`src/rtl/trap_entry_sequencer_if.sv`:
```
// Bundle of trap, CSR, flush and redirect signals between the trap entry
// sequencer and the rest of the core.
interface trap_entry_sequencer_if #(
    parameter int XLEN = 32
);
    logic            except_flag_in;
    logic [XLEN-1:0] mcause_in;
    logic [XLEN-1:0] mepc_in;
    logic [XLEN-1:0] mtval_in;
    logic [XLEN-1:0] mtvec_in;
    logic            except_ack_out;
    logic            mret_in;
    logic            mstatus_we_in;
    logic [XLEN-1:0] mstatus_wdata_in;
    logic            flush_req_out;
    logic            flush_done_in;
    logic            csr_we_out;
    logic [XLEN-1:0] mepc_out;
    logic [XLEN-1:0] mcause_out;
    logic [XLEN-1:0] mtval_out;
    logic [XLEN-1:0] mstatus_out;
    logic            redirect_valid_out;
    logic [XLEN-1:0] redirect_pc_out;
    logic            redirect_ready_in;
    logic            busy_out;
    logic            flush_timeout_out;

    // The sequencer side.
    modport slave (
        input  except_flag_in, mcause_in, mepc_in, mtval_in, mtvec_in,
        input  mret_in, mstatus_we_in, mstatus_wdata_in,
        input  flush_done_in, redirect_ready_in,
        output except_ack_out, flush_req_out, csr_we_out,
        output mepc_out, mcause_out, mtval_out, mstatus_out,
        output redirect_valid_out, redirect_pc_out, busy_out, flush_timeout_out
    );

    // The core/encoder side driving the sequencer.
    modport master (
        output except_flag_in, mcause_in, mepc_in, mtval_in, mtvec_in,
        output mret_in, mstatus_we_in, mstatus_wdata_in,
        output flush_done_in, redirect_ready_in,
        input  except_ack_out, flush_req_out, csr_we_out,
        input  mepc_out, mcause_out, mtval_out, mstatus_out,
        input  redirect_valid_out, redirect_pc_out, busy_out, flush_timeout_out
    );
endinterface

```
`src/rtl/trap_entry_sequencer.sv`:
```
// Machine-mode trap entry and mret sequencer: drains the pipeline, commits
// mepc/mcause/mtval, owns mstatus MIE/MPIE and issues the redirect PC.
module trap_entry_sequencer #(
    parameter int XLEN          = 32,
    parameter int FLUSH_TIMEOUT = 16
) (
    input logic                   clk_in,
    input logic                   rst_in,
    trap_entry_sequencer_if.slave bus
);
    localparam int              CNT_W    = $clog2(FLUSH_TIMEOUT + 1);
    localparam logic [CNT_W-1:0] CNT_LAST = CNT_W'(FLUSH_TIMEOUT - 1);

    typedef enum logic [1:0] {
        S_IDLE,
        S_FLUSH,
        S_COMMIT,
        S_REDIRECT
    } state_e;

    state_e          state_q, state_d;
    logic [XLEN-1:0] mepc_q, mepc_d;
    logic [XLEN-1:0] mcause_q, mcause_d;
    logic [XLEN-1:0] mtval_q, mtval_d;
    logic [XLEN-1:0] mtvec_q, mtvec_d;
    logic [XLEN-1:0] redirect_pc_q, redirect_pc_d;
    logic [CNT_W-1:0] cnt_q, cnt_d;
    logic            mie_q, mie_d;
    logic            mpie_q, mpie_d;
    logic            timeout_q, timeout_d;
    logic            ack_q, ack_d;

    logic            trap_accept;
    logic            irq_vectored;
    logic [XLEN-1:0] tvec_base;
    logic [XLEN-1:0] trap_target;

    // Interrupts are only taken while MIE is set; synchronous exceptions always.
    always_comb begin
        trap_accept  = bus.except_flag_in && (!bus.mcause_in[XLEN-1] || mie_q);
        tvec_base    = {mtvec_q[XLEN-1:2], 2'b00};
        irq_vectored = (mtvec_q[1:0] == 2'b01) && mcause_q[XLEN-1];
        trap_target  = irq_vectored ? tvec_base + {mcause_q[XLEN-3:0], 2'b00}
                                    : tvec_base;
    end

    always_comb begin
        // NOTE: every next-state variable gets a default before the case, so no path infers a latch.
        state_d       = state_q;
        mepc_d        = mepc_q;
        mcause_d      = mcause_q;
        mtval_d       = mtval_q;
        mtvec_d       = mtvec_q;
        redirect_pc_d = redirect_pc_q;
        cnt_d         = cnt_q;
        mie_d         = mie_q;
        mpie_d        = mpie_q;
        timeout_d     = timeout_q;
        ack_d         = 1'b0;

        // Software write first so the COMMIT/mret updates below override it.
        if (bus.mstatus_we_in) begin
            mie_d  = bus.mstatus_wdata_in[3];
            mpie_d = bus.mstatus_wdata_in[7];
        end

        unique case (state_q)
            S_IDLE: begin
                if (trap_accept) begin
                    mepc_d   = {bus.mepc_in[XLEN-1:2], 2'b00};
                    mcause_d = bus.mcause_in;
                    mtval_d  = bus.mtval_in;
                    mtvec_d  = bus.mtvec_in;
                    ack_d    = 1'b1;
                    cnt_d    = '0;
                    state_d  = S_FLUSH;
                end else if (bus.mret_in) begin
                    redirect_pc_d = mepc_q;
                    mie_d         = mpie_q;
                    mpie_d        = 1'b1;
                    state_d       = S_REDIRECT;
                end
            end
            S_FLUSH: begin
                cnt_d = cnt_q + CNT_W'(1);
                if (bus.flush_done_in) begin
                    state_d = S_COMMIT;
                end else if (cnt_q == CNT_LAST) begin
                    timeout_d = 1'b1;
                    state_d   = S_COMMIT;
                end
            end
            S_COMMIT: begin
                mpie_d        = mie_q;
                mie_d         = 1'b0;
                redirect_pc_d = trap_target;
                state_d       = S_REDIRECT;
            end
            S_REDIRECT: begin
                if (bus.redirect_ready_in) begin
                    state_d = S_IDLE;
                end
            end
            default: state_d = S_IDLE;
        endcase
    end

    // NOTE: all architectural registers are plain flops (no arrays), so each one takes the async reset.
    always_ff @(posedge clk_in or posedge rst_in) begin
        if (rst_in) begin
            state_q       <= S_IDLE;
            mepc_q        <= '0;
            mcause_q      <= '0;
            mtval_q       <= '0;
            mtvec_q       <= '0;
            redirect_pc_q <= '0;
            cnt_q         <= '0;
            mie_q         <= 1'b0;
            mpie_q        <= 1'b0;
            timeout_q     <= 1'b0;
            ack_q         <= 1'b0;
        end else begin
            // NOTE: non-blocking so every flop samples the pre-edge value of the others.
            state_q       <= state_d;
            mepc_q        <= mepc_d;
            mcause_q      <= mcause_d;
            mtval_q       <= mtval_d;
            mtvec_q       <= mtvec_d;
            redirect_pc_q <= redirect_pc_d;
            cnt_q         <= cnt_d;
            mie_q         <= mie_d;
            mpie_q        <= mpie_d;
            timeout_q     <= timeout_d;
            ack_q         <= ack_d;
        end
    end

    assign bus.except_ack_out     = ack_q;
    assign bus.flush_req_out      = (state_q == S_FLUSH);
    assign bus.csr_we_out         = (state_q == S_COMMIT);
    assign bus.mepc_out           = mepc_q;
    assign bus.mcause_out         = mcause_q;
    assign bus.mtval_out          = mtval_q;
    // MPP is hardwired to machine mode.
    assign bus.mstatus_out        = {{(XLEN-13){1'b0}}, 2'b11, 3'b000, mpie_q,
                                     3'b000, mie_q, 3'b000};
    assign bus.redirect_valid_out = (state_q == S_REDIRECT);
    assign bus.redirect_pc_out    = redirect_pc_q;
    assign bus.busy_out           = (state_q != S_IDLE);
    assign bus.flush_timeout_out  = timeout_q;

    logic unused_bits;
    assign unused_bits = ^{bus.mepc_in[1:0], bus.mstatus_wdata_in[XLEN-1:8],
                           bus.mstatus_wdata_in[6:4], bus.mstatus_wdata_in[2:0]};
endmodule

```
`src/flat_wrapper.sv`:
```
// flat-port wrapper written by rule: the top's interface ports become plain ports
module trap_entry_sequencer_flat 
#(
    parameter int XLEN          = 32,
    parameter int FLUSH_TIMEOUT = 16
)
  (clk_in, rst_in, bus_except_flag_in, bus_mcause_in, bus_mepc_in, bus_mtval_in, bus_mtvec_in, bus_mret_in, bus_mstatus_we_in, bus_mstatus_wdata_in, bus_flush_done_in, bus_redirect_ready_in, bus_except_ack_out, bus_flush_req_out, bus_csr_we_out, bus_mepc_out, bus_mcause_out, bus_mtval_out, bus_mstatus_out, bus_redirect_valid_out, bus_redirect_pc_out, bus_busy_out, bus_flush_timeout_out);
  trap_entry_sequencer_if #(.XLEN(XLEN)) bus_i ();
  input logic clk_in;
  input logic rst_in;
  input wire logic [$bits(bus_i.except_flag_in)-1:0] bus_except_flag_in;
  input wire logic [$bits(bus_i.mcause_in)-1:0] bus_mcause_in;
  input wire logic [$bits(bus_i.mepc_in)-1:0] bus_mepc_in;
  input wire logic [$bits(bus_i.mtval_in)-1:0] bus_mtval_in;
  input wire logic [$bits(bus_i.mtvec_in)-1:0] bus_mtvec_in;
  input wire logic [$bits(bus_i.mret_in)-1:0] bus_mret_in;
  input wire logic [$bits(bus_i.mstatus_we_in)-1:0] bus_mstatus_we_in;
  input wire logic [$bits(bus_i.mstatus_wdata_in)-1:0] bus_mstatus_wdata_in;
  input wire logic [$bits(bus_i.flush_done_in)-1:0] bus_flush_done_in;
  input wire logic [$bits(bus_i.redirect_ready_in)-1:0] bus_redirect_ready_in;
  output wire logic [$bits(bus_i.except_ack_out)-1:0] bus_except_ack_out;
  output wire logic [$bits(bus_i.flush_req_out)-1:0] bus_flush_req_out;
  output wire logic [$bits(bus_i.csr_we_out)-1:0] bus_csr_we_out;
  output wire logic [$bits(bus_i.mepc_out)-1:0] bus_mepc_out;
  output wire logic [$bits(bus_i.mcause_out)-1:0] bus_mcause_out;
  output wire logic [$bits(bus_i.mtval_out)-1:0] bus_mtval_out;
  output wire logic [$bits(bus_i.mstatus_out)-1:0] bus_mstatus_out;
  output wire logic [$bits(bus_i.redirect_valid_out)-1:0] bus_redirect_valid_out;
  output wire logic [$bits(bus_i.redirect_pc_out)-1:0] bus_redirect_pc_out;
  output wire logic [$bits(bus_i.busy_out)-1:0] bus_busy_out;
  output wire logic [$bits(bus_i.flush_timeout_out)-1:0] bus_flush_timeout_out;
  assign bus_i.except_flag_in = bus_except_flag_in;
  assign bus_i.mcause_in = bus_mcause_in;
  assign bus_i.mepc_in = bus_mepc_in;
  assign bus_i.mtval_in = bus_mtval_in;
  assign bus_i.mtvec_in = bus_mtvec_in;
  assign bus_i.mret_in = bus_mret_in;
  assign bus_i.mstatus_we_in = bus_mstatus_we_in;
  assign bus_i.mstatus_wdata_in = bus_mstatus_wdata_in;
  assign bus_i.flush_done_in = bus_flush_done_in;
  assign bus_i.redirect_ready_in = bus_redirect_ready_in;
  assign bus_except_ack_out = bus_i.except_ack_out;
  assign bus_flush_req_out = bus_i.flush_req_out;
  assign bus_csr_we_out = bus_i.csr_we_out;
  assign bus_mepc_out = bus_i.mepc_out;
  assign bus_mcause_out = bus_i.mcause_out;
  assign bus_mtval_out = bus_i.mtval_out;
  assign bus_mstatus_out = bus_i.mstatus_out;
  assign bus_redirect_valid_out = bus_i.redirect_valid_out;
  assign bus_redirect_pc_out = bus_i.redirect_pc_out;
  assign bus_busy_out = bus_i.busy_out;
  assign bus_flush_timeout_out = bus_i.flush_timeout_out;
  trap_entry_sequencer #(.XLEN(XLEN), .FLUSH_TIMEOUT(FLUSH_TIMEOUT)) u_core (.clk_in(clk_in), .rst_in(rst_in), .bus(bus_i));
endmodule
```
`config.mk`:
```
export PLATFORM = sky130hd
export DESIGN_NAME = trap_entry_sequencer_flat
export DESIGN_NICKNAME = d
export VERILOG_FILES = /design/src/rtl/trap_entry_sequencer_if.sv /design/src/rtl/trap_entry_sequencer.sv /design/src/flat_wrapper.sv
export SDC_FILE = /design/constraint.sdc
export NUM_CORES = 1
export LEC_CHECK = 0
export BUFFER_PORTS_ARGS = -buffer_cell sky130_fd_sc_hd__buf_4
export CAP_MARGIN = 25
export CORE_AREA = 2 2 175 177
export CTS_CLUSTER_SIZE = 8
export DETAILED_ROUTE_END_ITERATION = 7
export DIE_AREA = 0 0 177 179
export PLACE_DENSITY = 0.59
export SETUP_SLACK_MARGIN = 0.1
export SLEW_MARGIN = 20
export SYNTH_ARGS = -nofsm -noshare
export SYNTH_HDL_FRONTEND = slang
export SYNTH_SLANG_ARGS = --single-unit
```
`constraint.sdc`:
```
create_clock -name clk_in -period 8.1 [get_ports clk_in]
set_clock_uncertainty 0.05 [all_clocks]
set_input_delay 1.62 -clock clk_in [delete_from_list [all_inputs] [get_ports clk_in]]
set_output_delay 1.62 -clock clk_in [all_outputs]
set_load 0.02 [all_outputs]
```
==> results of run 1 <==
power groups by stage:
stage | Combinational, mW | Clock (mW) | Sequential (mW)
final | 2.57 | 0.886 | 1.50
after global routing | 2.85 | 0.947 | 1.55
after CTS | 2.59 | 0.911 | 1.51
after detailed placement | 2.59 | 0 | 1.52
after global placement | 2.53 | 0 | 1.51
after floorplan | 1.37 | 0 | 1.77
metal layers:
metal / wire length [um] / share of wire, % / up-vias
met2: 12300 / 47 / 210
met4: 432 / 1.6 / 0
met3: 1440 / 5.5 / 27
met1: 12100 / 46 / 3590
li1: - / - / 3813
met5: 0 / 0 / -
registers in the layout (all words and copies together) (netlist names):
register and cells:
u_core.bus.mcause_out 32, u_core.bus.mtval_out 32, u_core.mtvec_q 32, u_core.bus.mepc_out 30, u_core.bus.redirect_pc_out 30, u_core.cnt_q 5
u_core.state_q 2, u_core.bus.except_ack_out 1, u_core.bus.flush_timeout_out 1, u_core.mie_q 1, u_core.mpie_q 1
cell families after synthesis:
| family | after synthesis | share of synthesized area (%) |
|---|---|---|
| simple gates | 509 | 23.4 |
| flops | 167 | 48.8 |
| fa+ha+maj | 36 | 5.34 |
| compound gates | 179 | 12.8 |
| other cells | 2 | 0.0876 |
| mux | 5 | 0.613 |
| buf+inv | 107 | 6.26 |
| xor+xnor | 27 | 2.76 |
final cells by class:
type	count	area (um^2)	share of cell area, %
timing repair buffer	274	2080	18.2
multi-input combinational	790	3990	34.9
inverter	21	88.8	0.776
clock inverter	13	180	1.57
sequential	167	4180	36.5
clock buffer	19	433	3.78
tap	396	495	4.33
per-stage QoR:
step / hold WS (ns) / power (mW)
final: 0.429 / 4.96
after global placement: 0.410 / 4.04
after CTS: 0.432 / 5.01
after detailed placement: 0.414 / 4.10
after floorplan: 0.400 / 3.14
after global routing: 0.443 / 5.35
Yosys cell counts (all sizes together) (14+ instances only):
library cell  number
buf               37
clkbuf            49
xnor2             16
o211ai            14
nand2            447
a31oi             15
ha                35
inv               21
o21ai             58
nor2              22
dfrtp            167
a21oi             49
path summary, 6_finish.rpt:
check | endpoint | slack (ns)
max | u_core.mtvec_q[11] | 4.41
min | u_core.bus.mtval_out[29] | 0.43
max reg2reg | u_core.bus.redirect_pc_out[28] | 4.54
min reg2reg | u_core.bus.mtval_out[29] | 0.43
max in group asynchronous | u_core.mtvec_q[6] | 5.58
min in group asynchronous | u_core.bus.mepc_out[15] | 1.18
critical path: cells and delay by family:
| kind | cells | cell delay, ns |
|---|---|---|
| simple gates | 3 | 0.70 |
| compound gates | 1 | 0.14 |
| buf+inv | 4 | 1.44 |
==> results.cfg, run 1 <==
[grt]
global_route_wire_length_before_repair_mm = 40.2
largest_net_degree_at_the_start_of_global_routing = 98
first_global_vias = 7307
fraction_of_met2_tracks_used_by_global_routing_pct = 26.5
grt_most_used_layer = met2
grt_util_met3_pct = 3.92
initial_antenna_violation_count = 1
grt.total_usage_pct = 16.4
use_met1_pct = 21.8
globalRoute.totalOverflow = 0

[critical_path]
worst_setup_path_end_kind = register
reg2regPathDepth = 12
slowest_stage = sky130_fd_sc_hd__buf_4
cp_max_stage_delay_ns = 0.68
worst_path_class_setup = input pin to register
worst_ep_required_time_ns = 8.42
critical_path_startpoint = bus_mcause_in[31]
crit_chain = buf_4 -> inv_1 -> o21ai_0 -> or2_4 -> inv_4 -> buf_4 -> nand2_1 -> nand2_1
cp-start-kind = input pin
worst-path-max-fanout = 66
critical_path.reg2reg.startpoint = u_core.bus.mcause_out[0]
cp_data_arrival_time_ns = 4.01

[placement]
port_buffers = 266
gp_congestion = 0.811
postPlaceCellArea_um2 = 10800
detailedPlacementHpwl_mm = 18.2
dp_slack_ns = 3.87
placed_cells_incl_taps = 1647

[detailed_routing]
via_per_inst = 4.55
final_antenna_net_count = 0
wirelength_mm = 26.3
drt_iter0_drcs = 478
first_pass_iters = 4
routed_wire_length_per_instance_um = 15.7
post-route-drc-count = 0
num_vias = 7640

[power]
switching_share_pct = 44.9
cell_internal_power_mw = 2.73
power_density_nw_per_um2 = 433
power.share.clock_pct = 17.9
p_leak_nw = 6.03
power_frac_seq_pct = 30.3
max-vdd-ir-drop_uv = 142
gate_power_share_pct = 51.8
p_switching_mw = 2.23

[timing]
relSlewSlack_pct = 30.3
period_needed_ns = 3.69
unrepaired_setup_endpoints_after_global_routing = false
fin_ws_ns = 4.41
maxSlewViolCount = 0
tns_ns = 0
timing.final.hold_violations = 0
timing.fmax_mhz = 271
setup_viol_count_final = 0
tightest_slew_ns = 1.05
finalCritPeriodShare_pct = 45.6

[clock_network]
cts_setup_buffers = 0
count_of_cells_resized_by_post_cts_repair = 0
clkTransAtPathRegs_ns = 0.06
clockBufferDepth = 2
h-tree-depth = 4
clock_tree_root = sky130_fd_sc_hd__clkbuf_16
cts_tree = built
clock_latency_ns = 0.44
numClockSinks = 167
cts_inserted_buffers = 17
cts_hold_buffers = 0

[worst_hold_path]
worstHoldStart = u_core.bus.mtval_out[29]
worst_hold_path.num_cells = 2
timing.hold.worst.class = register to register

[floorplanning]
die_height_um = 179
fp.coreArea_um2 = 30000
cell_row_count = 64
chipWidth_um = 177
floorplan.io_pins = 333
die_area_um2 = 31700
initial_cell_density_of_the_core_pct = 28.5

[logic_synthesis]
synthTopCellsByArea = sky130_fd_sc_hd__dfrtp_1, sky130_fd_sc_hd__nand2_1, sky130_fd_sc_hd__ha_1
synth_seq_cells = 167
syn_area_per_cell_um2 = 8.30
synth-edff-count = 0
synth.distinct_cells = 54
synth_ff_type = sky130_fd_sc_hd__dfrtp_1
syn-cell-area_um2 = 8570
ys.warnings.count = 0
synth-seq-area-share_pct = 48.8
synth.top_cell.area_share_pct = 48.8
yosysTopAreaCell = sky130_fd_sc_hd__dfrtp_1
async_flop_share_pct = 100
synthCells = 1032

[finish]
final_layout_size_suffix_gt1_share_pct = 24.5
most_used_cells_in_the_layout_excluding_fill_and_tap_cells = sky130_fd_sc_hd__nand2_1, sky130_fd_sc_hd__buf_4, sky130_fd_sc_hd__dfrtp_1, sky130_fd_sc_hd__o21ai_0, sky130_fd_sc_hd__a21oi_1
finalInstanceArea_um2 = 11400
final_net_count = 1474
final.fill_count = 3069
mostFrequentLayoutCell = sky130_fd_sc_hd__nand2_1
end_of_flow_core_utilization_pct = 38.1
num_antenna_cells = 0
finish.cell_count_without_fillers = 1680
syn2layout_area_growth_pct = 33.5

[status]
status = complete, no violations

[flow_run]
max-cap-violations = 0
Note: power is estimated with default switching activity, not from simulation.
==> run 2, diff against run 1 <==
==> constraint.sdc (replaced) <==
create_clock -name clk_in -period 3.7 [get_ports clk_in]
set_clock_uncertainty 0.05 [all_clocks]
set_input_delay 0.74 -clock clk_in [delete_from_list [all_inputs] [get_ports clk_in]]
set_output_delay 0.74 -clock clk_in [all_outputs]
set_load 0.02 [all_outputs]
==> run 2 against run 1 <==
Sequential cell count unchanged; global-route usage down 0.094 points; routed wire length down 1.2%; critical path depth up 5; final area up 0.35%; critical path type is now register to register.
==> results.cfg, run 2 (synthesis gave the netlist of run 1 again) <==
[status]
status = complete, no violations

[placement]
port_buffers = 266
gp_congestion = 0.824
placed_cells_incl_taps = 1655
detailedPlacementHpwl_mm = 18.9

[finish]
mostFrequentLayoutCell = sky130_fd_sc_hd__nand2_1
final_layout_size_suffix_gt1_share_pct = 24.9
most_used_cells_in_the_layout_excluding_fill_and_tap_cells = sky130_fd_sc_hd__nand2_1, sky130_fd_sc_hd__buf_4, sky130_fd_sc_hd__dfrtp_1, sky130_fd_sc_hd__o21ai_0, sky130_fd_sc_hd__a21oi_1
final.fill_count = 3087
final_net_count = 1481
syn2layout_area_growth_pct = 34.0
finish.cell_count_without_fillers = 1686
num_antenna_cells = 0

[power]
cell_internal_power_mw = 5.92
p_leak_nw = 6.04
switching_share_pct = 44.9
p_switching_mw = 4.83
gate_power_share_pct = 52.5
power.share.clock_pct = 16.9
power_density_nw_per_um2 = 937
power_frac_seq_pct = 30.6
totalPowerFinal_mw = 10.8
max-vdd-ir-drop_uv = 384

[clock_network]
cts_inserted_buffers = 17
clockBufferDepth = 2
clock_tree_root = sky130_fd_sc_hd__clkbuf_16
clock_latency_ns = 0.42
cts_tree = built
cts_setup_buffers = 0
count_of_cells_resized_by_post_cts_repair = 0
cts_hold_buffers = 0
h-tree-depth = 4
clkTransAtPathRegs_ns = 0.07
numClockSinks = 167

[timing]
setup_viol_count_final = 0
timing.fmax_mhz = 294
timing.final.hold_violations = 0
whs_ns = 0.331
unrepaired_setup_endpoints_after_global_routing = false
relSlewSlack_pct = 40.8
tightest_slew_ns = 0.888
period_needed_ns = 3.40
tns_ns = 0
finalCritPeriodShare_pct = 91.9
maxSlewViolCount = 0

[critical_path]
cp_data_arrival_time_ns = 3.69
cp-start-kind = register
reg2regPathDepth = 13
critical_path_startpoint = u_core.bus.mcause_out[0]
endpoint = u_core.bus.redirect_pc_out[28]
worst_ep_required_time_ns = 3.99
worst-path-max-fanout = 3
worst-r2r-setup-slack_ns = 0.30
worst_setup_path_end_kind = register
worst_path_class_setup = register to register
critical_path.reg2reg.startpoint = u_core.bus.mcause_out[0]
worstReg2RegEnd = u_core.bus.redirect_pc_out[28]

[flow_run]
max-cap-violations = 0

[grt]
globalRoute.totalOverflow = 0
initial_antenna_violation_count = 0
global_route_wire_length_before_repair_mm = 40.5
first_global_vias = 7409
largest_net_degree_at_the_start_of_global_routing = 67
grt.total_usage_pct = 16.3

[floorplanning]
floorplan.io_pins = 333
chipWidth_um = 177
die_area_um2 = 31700
cell_row_count = 64
die_height_um = 179
initial_cell_density_of_the_core_pct = 28.5
fp.coreArea_um2 = 30000

[detailed_routing]
wirelength_mm = 26.0
routed_wire_length_per_instance_um = 15.4
num_vias = 7645
via_per_inst = 4.53
final_antenna_net_count = 0
post-route-drc-count = 0
drt_iter0_drcs = 426
first_pass_iters = 5

[worst_hold_path]
timing.hold.worst.class = input pin to asynchronous set/reset pin
[run 2: cell types whose count changed in the layout (fill, tap and decap cells not counted), sizes merged]
cell and delta:
buf +7, clkinv -4, bufinv -2, clkbuf +2, clkinvlp +2, inv +1
[run 2: worst min path at each step]
stage                        startpoint                       end
2_1_floorplan           u_core.cnt_q[4]           u_core.cnt_q[4]
3_3_place_gp   u_core.bus.mtval_out[18]  u_core.bus.mtval_out[18]
3_5_place_dp   u_core.bus.mtval_out[10]  u_core.bus.mtval_out[10]
4_1_cts                          rst_in  u_core.bus.mcause_out[7]
5_1_grt                          rst_in  u_core.bus.mcause_out[7]
6_report                         rst_in  u_core.bus.mcause_out[7]
[run 2: per-layer routing]
layer  GRT usage (%)  wire, um  vias to the layer above
met2            26.2     12100                      225
met4            3.65       289                        0
met1            22.0     11900                     3593
met5               0         0                        -
met3            4.30      1750                       18
li1                -         -                     3809
[run 2: final cells by class]
class                   count  area (um^2)  share of cell area [%]
multi-input cells         790         3990                    34.8
clock buffers              21          460                    4.01
repair buffers            281         2150                    18.7
well taps                 396          495                    4.32
inverters                  21         85.1                   0.741
clock inverters            10          121                    1.06
flip-flops and latches    167         4180                    36.4
[run 2: worst max-delay path: stages, from the launching register on]
cell and delay (ns):
sky130_fd_sc_hd__dfrtp_1 0.41, sky130_fd_sc_hd__ha_1 0.24, sky130_fd_sc_hd__fa_1 0.40, sky130_fd_sc_hd__a21oi_1 0.19
sky130_fd_sc_hd__buf_4 0.15, sky130_fd_sc_hd__o211a_1 0.16, sky130_fd_sc_hd__nor3_1 0.08, sky130_fd_sc_hd__nand4bb_1 0.28
sky130_fd_sc_hd__nand3_1 0.17, sky130_fd_sc_hd__a31o_1 0.23, sky130_fd_sc_hd__a31oi_1 0.14, sky130_fd_sc_hd__a211oi_2 0.28
sky130_fd_sc_hd__mux2_1 0.36, sky130_fd_sc_hd__nor3_1 0.17
[run 2: through the flow]
stage | setup slack, ns | cell area [um^2] | utilization (%)
2_1_floorplan | 0.767 | 8690 | -
6_report | 0.299 | 11500 | 38.2
5_1_grt | 0.102 | 11500 | 38.2
4_1_cts | 0.248 | 11500 | 38.2
3_3_place_gp | 0.318 | 10900 | 36.3
3_5_place_dp | 0.283 | 10900 | 36.3
[run 2: power groups by stage]
stage          clock (mW)  combinational (mW)  sequential (mW)
2_1_floorplan           0                3.00             3.88
3_3_place_gp            0                5.61             3.29
3_5_place_dp            0                5.69             3.32
4_1_cts              1.87                5.71             3.30
5_1_grt              1.95                6.28             3.40
6_report             1.82                5.65             3.29
